## config.mk

```make
export PLATFORM = sky130hd
export DESIGN_NAME = hazard_fwd_unit
export DESIGN_NICKNAME = d
export VERILOG_FILES = /design/src/rtl/hazard_fwd_unit.sv
export SDC_FILE = /design/constraint.sdc
export NUM_CORES = 1
export LEC_CHECK = 0
export ABC_CLOCK_PERIOD_IN_PS = 3800
export BUFFER_PORTS_ARGS = -buffer_cell sky130_fd_sc_hd__buf_2
export CORE_MARGIN = 2
export CORE_UTILIZATION = 43
export DETAILED_ROUTE_END_ITERATION = 6
export GPL_TIMING_DRIVEN = 1
export REMOVE_ABC_BUFFERS = 1
export SYNTH_ARGS = -nofsm -noshare
export SYNTH_HDL_FRONTEND = slang
export SYNTH_SLANG_ARGS = --single-unit
```

## constraint.sdc

```tcl
create_clock -name clk -period 3.8 [get_ports clk]
set_clock_uncertainty 0.1 [all_clocks]
set_input_delay 0.38 -clock clk [delete_from_list [all_inputs] [get_ports clk]]
set_output_delay 0.38 -clock clk [all_outputs]
set_load 0.03 [all_outputs]
```

## src/rtl/hazard_fwd_unit.sv

```systemverilog
// hazard_fwd_unit: hazard detection and operand-forwarding control for the
// in-order RV32I pipeline. A shadow copy of destination-register metadata is
// kept for each stage from EX (stage 0) to WB (stage FWD_DEPTH-1). From it the
// unit derives forward selects for EX and for the decode branch comparator,
// load-use / branch-use stalls, the fetch flush on redirect, and the memory
// wait freeze.
//
// Control handshake: the unit has no valid/ready channel. Every control output
// is combinational from the current shadow state and the decode inputs, and
// the shadow state advances on each rising clk edge unless mem_busy freezes it.
module hazard_fwd_unit #(
  parameter int REG_ADDR_WIDTH = 5,
  parameter int FWD_DEPTH      = 3,
  parameter int LOAD_READY     = 2,
  localparam int SELW          = $clog2(FWD_DEPTH)
) (
  input  logic                      clk,
  input  logic                      rst,
  input  logic                      id_valid,
  input  logic [REG_ADDR_WIDTH-1:0] id_rs1,
  input  logic [REG_ADDR_WIDTH-1:0] id_rs2,
  input  logic                      id_use_rs1,
  input  logic                      id_use_rs2,
  input  logic                      id_is_branch,
  input  logic [REG_ADDR_WIDTH-1:0] id_rd,
  input  logic                      id_reg_en,
  input  logic                      id_is_load,
  input  logic                      redirect,
  input  logic                      mem_busy,
  output logic                      stall_fe,
  output logic                      bubble_ex,
  output logic                      flush_fe,
  output logic                      freeze,
  output logic [SELW-1:0]           fwd_a_sel,
  output logic [SELW-1:0]           fwd_b_sel,
  output logic [SELW-1:0]           br_a_sel,
  output logic [SELW-1:0]           br_b_sel,
  output logic [31:0]               stall_cycles
);

  localparam int RW = REG_ADDR_WIDTH;
  // Stage indices are at most 6, so k and k+1 both fit in 3 bits.
  localparam int KW = 3;

  // Shadow pipeline, one entry per tracked stage.
  logic [FWD_DEPTH-1:0] vld_q, vld_d;
  logic [FWD_DEPTH-1:0] reg_en_q, reg_en_d;
  logic [FWD_DEPTH-1:0] ld_q, ld_d;
  logic [RW-1:0]        rd_q [FWD_DEPTH];
  logic [RW-1:0]        rd_d [FWD_DEPTH];

  // Source operands of the instruction currently in EX.
  logic [RW-1:0] ex_rs1_q, ex_rs1_d;
  logic [RW-1:0] ex_rs2_q, ex_rs2_d;
  logic          ex_use1_q, ex_use1_d;
  logic          ex_use2_q, ex_use2_d;

  logic [31:0]   stall_cnt_q, stall_cnt_d;

  // Source slots: 0/1 = EX rs1/rs2, 2/3 = decode rs1/rs2.
  logic [RW-1:0] src   [4];
  logic [3:0]    use_v;
  logic [3:0]    hit;
  logic [KW-1:0] hit_k [4];
  logic [3:0]    hit_ld;
  logic [3:0]    rdy_here;
  logic [3:0]    rdy_next;
  logic          hazard;

  assign src[0]   = ex_rs1_q;
  assign src[1]   = ex_rs2_q;
  assign src[2]   = id_rs1;
  assign src[3]   = id_rs2;
  assign use_v[0] = ex_use1_q;
  assign use_v[1] = ex_use2_q;
  assign use_v[2] = id_use_rs1;
  assign use_v[3] = id_use_rs2;

  // A producer at stage k can supply its result: loads only from LOAD_READY on.
  function automatic logic ready_at(input logic is_ld, input int k);
    return is_ld ? (k >= LOAD_READY) : (k >= 1);
  endfunction

  // Youngest matching producer per source; scan oldest->youngest so the
  // youngest hit is the last one written. EX sources never look at stage 0,
  // which is the consumer itself.
  always_comb begin
    for (int s = 0; s < 4; s++) begin
      hit[s]    = 1'b0;
      hit_k[s]  = '0;
      hit_ld[s] = 1'b0;
      for (int k = FWD_DEPTH - 1; k >= 0; k--) begin
        if ((s >= 2 || k >= 1) && vld_q[k] && reg_en_q[k] &&
            (rd_q[k] != '0) && (rd_q[k] == src[s]) && use_v[s]) begin
          hit[s]    = 1'b1;
          hit_k[s]  = KW'(k);
          hit_ld[s] = ld_q[k];
        end
      end
      rdy_here[s] = ready_at(hit_ld[s], int'(hit_k[s]));
      rdy_next[s] = ready_at(hit_ld[s], int'(hit_k[s]) + 1);
    end
  end

  // Hazard, pipeline control and forward selects.
  always_comb begin
    hazard = 1'b0;
    for (int s = 2; s < 4; s++) begin
      if (hit[s] && (id_is_branch ? !rdy_here[s] : !rdy_next[s]))
        hazard = 1'b1;
    end
    hazard = hazard && id_valid;

    freeze    = mem_busy;
    stall_fe  = mem_busy || hazard;
    bubble_ex = !mem_busy && hazard;
    flush_fe  = !mem_busy && !hazard && redirect;

    fwd_a_sel = hit[0] ? SELW'(hit_k[0]) : '0;
    fwd_b_sel = hit[1] ? SELW'(hit_k[1]) : '0;
    br_a_sel  = (hit[2] && rdy_here[2]) ? SELW'(hit_k[2]) : '0;
    br_b_sel  = (hit[3] && rdy_here[3]) ? SELW'(hit_k[3]) : '0;

    stall_cycles = stall_cnt_q;
  end

  // Next shadow state: shift one stage, insert decode or a bubble, hold on freeze.
  always_comb begin
    vld_d       = vld_q;
    reg_en_d    = reg_en_q;
    ld_d        = ld_q;
    rd_d        = rd_q;
    ex_rs1_d    = ex_rs1_q;
    ex_rs2_d    = ex_rs2_q;
    ex_use1_d   = ex_use1_q;
    ex_use2_d   = ex_use2_q;
    stall_cnt_d = stall_cnt_q;
    if (!mem_busy) begin
      for (int k = 1; k < FWD_DEPTH; k++) begin
        vld_d[k]    = vld_q[k-1];
        reg_en_d[k] = reg_en_q[k-1];
        ld_d[k]     = ld_q[k-1];
        rd_d[k]     = rd_q[k-1];
      end
      if (id_valid && !hazard) begin
        vld_d[0]    = 1'b1;
        reg_en_d[0] = id_reg_en;
        ld_d[0]     = id_is_load;
        rd_d[0]     = id_rd;
        ex_rs1_d    = id_rs1;
        ex_rs2_d    = id_rs2;
        ex_use1_d   = id_use_rs1;
        ex_use2_d   = id_use_rs2;
      end else begin
        vld_d[0]    = 1'b0;
        reg_en_d[0] = 1'b0;
        ld_d[0]     = 1'b0;
        rd_d[0]     = '0;
        ex_rs1_d    = '0;
        ex_rs2_d    = '0;
        ex_use1_d   = 1'b0;
        ex_use2_d   = 1'b0;
      end
      if (hazard && (stall_cnt_q != 32'hFFFF_FFFF))
        stall_cnt_d = stall_cnt_q + 32'd1;
    end
  end

  // State registers with synchronous reset.
  always_ff @(posedge clk) begin
    if (rst) begin
      vld_q       <= '0;
      reg_en_q    <= '0;
      ld_q        <= '0;
      for (int k = 0; k < FWD_DEPTH; k++) rd_q[k] <= '0;
      ex_rs1_q    <= '0;
      ex_rs2_q    <= '0;
      ex_use1_q   <= 1'b0;
      ex_use2_q   <= 1'b0;
      stall_cnt_q <= '0;
    end else begin
      vld_q       <= vld_d;
      reg_en_q    <= reg_en_d;
      ld_q        <= ld_d;
      for (int k = 0; k < FWD_DEPTH; k++) rd_q[k] <= rd_d[k];
      ex_rs1_q    <= ex_rs1_d;
      ex_rs2_q    <= ex_rs2_d;
      ex_use1_q   <= ex_use1_d;
      ex_use2_q   <= ex_use2_d;
      stall_cnt_q <= stall_cnt_d;
    end
  end

endmodule

```

Yosys cells after proc, flatten, opt, wreduce, memory -nomap -nowiden
Cells that the tools add are included.
- bits of input ports: 25
- output and inout port bits: 44
- flip-flop bits (word level): 68
- mux-type cells: 46
- bitwise operators: 1
- reduce and logical (&&, ||, !) cells: 47
- equal/unequal tests: 11
- $lt $le $gt $ge: 8
- $add $sub $neg: 3
- operators by type and width (operator ; number):
    5-bit == test ; 10
    1-bit logical AND ; 36
    32-bit by 1-bit adder with 32-bit output (second input constant) ; 1
    32-bit != test (second input constant) ; 1
    1-bit two-way mux ; 29
    2-bit two-way mux ; 10
    5-bit two-way mux ; 3
    5-bit nonzero test ; 3
    3-bit two-way mux ; 4
    3-bit by 1-bit adder with 4-bit output (second input constant) ; 2
    4-bit by 1-bit >= comparator with 1-bit output (second input constant) ; 2
    4-bit by 2-bit >= comparator with 1-bit output (second input constant) ; 2
    3-bit by 1-bit >= comparator with 1-bit output (second input constant) ; 2
    3-bit by 2-bit >= comparator with 1-bit output (second input constant) ; 2
    1-bit zero test ; 6
    2-bit AND reduction ; 1
    1-bit logical OR ; 1
    1-bit inverter ; 1

Depth between registers and ports, before layout
- depth after elaboration: 19
- depth in mapped cells: 9
- gate-level depth less buffers: 7

Least setup slack after synthesis
Ideal clock, no wire load.
- path type: reg-to-output
- start point: register rd_q[6] (netlist name)
- end point: output fwd_a_sel[1]
- arrival: 2.316 ns
- path slack: 1.004 ns
- stages on the path, launching flop included: 6
- cell sequence: dfxtp_1 > clkbuf_1 > or4_1 > o211ai_2 > nor3_1 > nor3_1
- word-level cells in the longest chain between the ends: 6
- elaborated cells between the ends (all ways): 8
- classes of those cells: 1 x eq/ne; 3 x mux; 4 x reduce/logical
- RTL lines (what ; RTL line ; text):
    start: declaration ; 49 ; logic [RW-1:0] rd_q [FWD_DEPTH];
    5-bit nonzero test ; 94 ; (rd_q[k] != '0) && (rd_q[k] == src[s]) && use_v[s]) begin
    1-bit logical AND ; 93 ; if ((s >= 2 || k >= 1) && vld_q[k] && reg_en_q[k] &&
    1-bit logical AND (*) (2 in series) ; 94 ;
    2-bit two-way mux / 1-bit two-way mux (equally long branches) ; 93 ;
    2-bit two-way mux (*) ; 119 ; fwd_a_sel = hit[0] ? SELW'(hit_k[0]) : '0;
    end: declaration ; 34 ; output logic [SELW-1:0] fwd_a_sel,
Mark *: on every way between the ends. The rest lies on a longest branch, timed or not.

Final worst setup path
- start point: register rd_q[7] (netlist name)
- end point: output flush_fe
- word-level cells in the longest chain between the ends: 18
- elaborated cells between the ends (all ways): 48
- classes of those cells: 2 x add/sub; 8 x order compare; 2 x eq/ne; 20 x mux; 16 x reduce/logical
- RTL lines (what ; RTL line ; text):
    5-bit nonzero test ; 94 ;
    1-bit logical AND ; 93 ;
    1-bit logical AND (2 in series) ; 94 ;
    3-bit two-way mux (2 in series) ; 93 ;
    3-bit by 1-bit adder with 4-bit output ; 101 ; rdy_next[s] = ready_at(hit_ld[s], int'(hit_k[s]) + 1);
    4-bit by 1-bit >= comparator with 1-bit output / 4-bit by 2-bit >= comparator with 1-bit output (equally long branches) ; 81 ; return is_ld ? (k >= LOAD_READY) : (k >= 1);
    1-bit two-way mux ; 81 ;
    1-bit zero test ; 109 ; if (hit[s] && (id_is_branch ? !rdy_here[s] : !rdy_next[s]))
    1-bit two-way mux ; 109 ;
    1-bit logical AND ; 109 ;
    1-bit two-way mux ; 109 ;
    1-bit two-way mux (*) ; 109 ;
    1-bit logical AND (*) ; 112 ; hazard = hazard && id_valid;
    1-bit zero test (*) ; 117 ; flush_fe = !mem_busy && !hazard && redirect;
    1-bit logical AND (*) (2 in series) ; 117 ;
    end: declaration ; 32 ; output logic flush_fe,
Marks and branches as above.

==> impl_metrics.json <==
{
  "clk_latency_ns": 0.35,
  "synthArstFlopShare": 0,
  "n_antenna_cell": 0,
  "antenna_found_initial": 0,
  "fp.dieH_um": 95.80,
  "setup_violations": 0,
  "grt_max_degree": 49,
  "yosysMostFrequentCell": "dfxtp_1",
  "crit_family": "simple AND/OR/NAND/NOR gates",
  "synth_top_area_cell": "dfxtp_1",
  "start_util": 0.4432,
  "cp_data_arrival_time_ns": 2.60,
  "min-delay-start": "id_rd[1]",
  "path_cells": "xor2_1, nor4_1, nand3_1, a211oi_4, o21ai_0, nand2b_1, nor2_1, buf_2",
  "cp-start-kind": "flop",
  "drt_iter0_markers": 99,
  "synth_flop_cell": "dfxtp_1",
  "crit_required_ns": 3.32,
  "path_class": "reg -> out",
  "cts_tree": "done",
  "peakVddDrop_mv": 0.2017,
  "grt_pass1_wl_um": 14970,
  "synth_cells": 428,
  "fin_util": 0.5199,
  "path_clk_slew_ns": 0.07,
  "drv_cap": 0,
  "ys_ff_latch": 67,
  "finalCritPeriodShare": 0.8115,
  "h-tree-depth": 3,
  "rsz0062_at_grt": "no",
  "port_buffers": 68,
  "synth_area_sq_mm": 0.003623,
  "syn2layout_area_growth_pct": 17.30,
  "cts_setup_buffers": 0,
  "slowest_stage": "a211oi_4",
  "io_pins": 69,
  "first_global_vias": 3088,
  "post-dp-hpwl_um": 6627,
  "synth_cell_types": 43,
  "ys_seq_area_frac": 0.3702,
  "nNetsFinal": 509,
  "relSlewSlack": 0.4031,
  "placed_area_sq_mm": 0.004010,
  "routed_wl_um": 9278,
  "synth_top_area_frac": 0.3702,
  "die_w_um": 95.80,
  "grt_overflow": 0,
  "path_max_fanout": 9,
  "crit_buf_inv": 1,
  "worst_slew_pin_slew_ns": 0.8954,
  "p_total_mw": 1.559,
  "firstDrtPassIters": 4,
  "vias_per_cell": 5.553,
  "fmax_ghz": 0.3243,
  "vias": 3293,
  "tns_ns": 0,
  "p_per_area_mw_per_mm2": 366.8,
  "ant_nets": 0,
  "fin_crit_ns": 3.084,
  "drc": 0,
  "slowest_delay_ns": 0.53,
  "synth_common_cells": "dfxtp_1 (67), nor2_1 (56), xor2_1 (34), a21oi_1 (23)",
  "status": "completed",
  "cts_hold_buf": 0,
  "routedWlPerCell_um": 15.65,
  "cts_buffers": 9,
  "drv_slew": 0,
  "cts_max_path_buffers": 2,
  "rr_startpoint": "rd_q[7]$_SDFFE_PP0N_",
  "grt.total_usage": 0.2094,
  "synth_area_leaders": "dfxtp_1 (37%), xor2_1 (8.2%), nor2_1 (5.8%)",
  "cts.sinks": 67,
  "r2r_setup_slack_ns": 0.87,
  "dieArea_sq_mm": 0.009177,
  "cp-startpoint": "rd_q[7]$_SDFFE_PP0N_",
  "rows": 33,
  "syn_area_per_cell_sq_um": 8.466,
  "cts-root-buf": "clkbuf_8",
  "cts-resized-gates": 0,
  "hold_violations": 0,
  "fin_area_sq_mm": 0.004250,
  "coreArea_sq_mm": 0.008175,
  "end_kind": "primary output",
  "synth_edf_count": 0,
  "leakagePower_nw": 1.747,
  "drive_above_1_share": 0.2131,
  "hold_class": "in -> reg",
  "gp_congestion": 0.8708,
  "synth_warnings": 0
}
power breakdown:
group / leakage (nW) / internal, mW / switching [mW] / total [mW]
clock: 0.119 / 0.435 / 0.283 / 0.718
combinational: 1.09 / 0.0469 / 0.0659 / 0.113
sequential: 0.542 / 0.713 / 0.0160 / 0.728
per-stage QoR:
stage	instances	hold WS, ns	setup WS [ns]
CTS	593	0.1551	0.7292
global route	593	0.1571	0.5071
floorplan	400	0.3491	0.9171
detailed placement	577	0.3876	0.8562
global placement	577	0.3754	0.8802
finish	593	0.1705	0.7163
cell type report:
class                           instances  area (sq um)
Clock buffer                            9         123.9
Clock inverter                          7         116.4
Fill cell                             783          3925
Inverter                                6         22.52
Multi-Input combinational cell        327          2145
Sequential cell                        67          1341
Tap cell                              105         131.4
Timing Repair Buffer                   72         370.4
final timing paths:
kind,to,cells past startpoint
min reg2reg,stall_cycles[27]$_SDFFE_PP0P_,2
min,rd_q[11]$_SDFFE_PP0N_,3
max reg2reg,stall_cycles[15]$_SDFFE_PP0P_,7
max,flush_fe,8
kinds of logic after synthesis:
group,count (synthesis),synth area share
buffers and inverters,34,0.03936
adders and majority gates,1,0.003452
AOI/OAI and AO/OA,78,0.1454
and+or+nand+nor,172,0.2483
DFF,67,0.3702
muxes,22,0.06284
xor gates and xnor gates,54,0.1305
layout by cell type (no fill, tap or decap), types with 3 or more instances in the layout:
cell / count
nand3_1: 18
dfxtp_1: 67
buf_4: 4
o21ai_0: 20
xor2_1: 34
nor2b_1: 7
mux2_1: 5
nor4_1: 14
a21oi_1: 23
o211ai_1: 4
or3_1: 19
mux2i_1: 16
nand2_1: 16
nor2_1: 56
buf_2: 68
nand4_1: 12
xnor2_1: 20
inv_1: 6
clkbuf_8: 9
or4_1: 6
bufinv_16: 3
nor3_1: 9
a22oi_1: 19
o21ai_2: 3
worst register-to-register path, delay by kind of cell, from the launching register on:
family,cells,cell delay [ns]
DFF,1,0.52
AOI/OAI and AO/OA,3,1.09
xor gates and xnor gates,1,0.12
and+or+nand+nor,3,1.03
flip-flops by register name, indices dropped and copies added (netlist names):
register	flops
reg_en_q	3
ex_use1_q	1
stall_cycles	32
ex_use2_q	1
ld_q	2
ex_rs2_q	5
rd_q	15
vld_q	3
ex_rs1_q	5
per-layer routing:
metal	part of all wire	track usage
met1	0.46	0.2663
met2	0.48	0.3473
met3	0.041	0.05403
met5	0	0
met4	0.018	0.06548
Power figures use the tool's default switching activity.
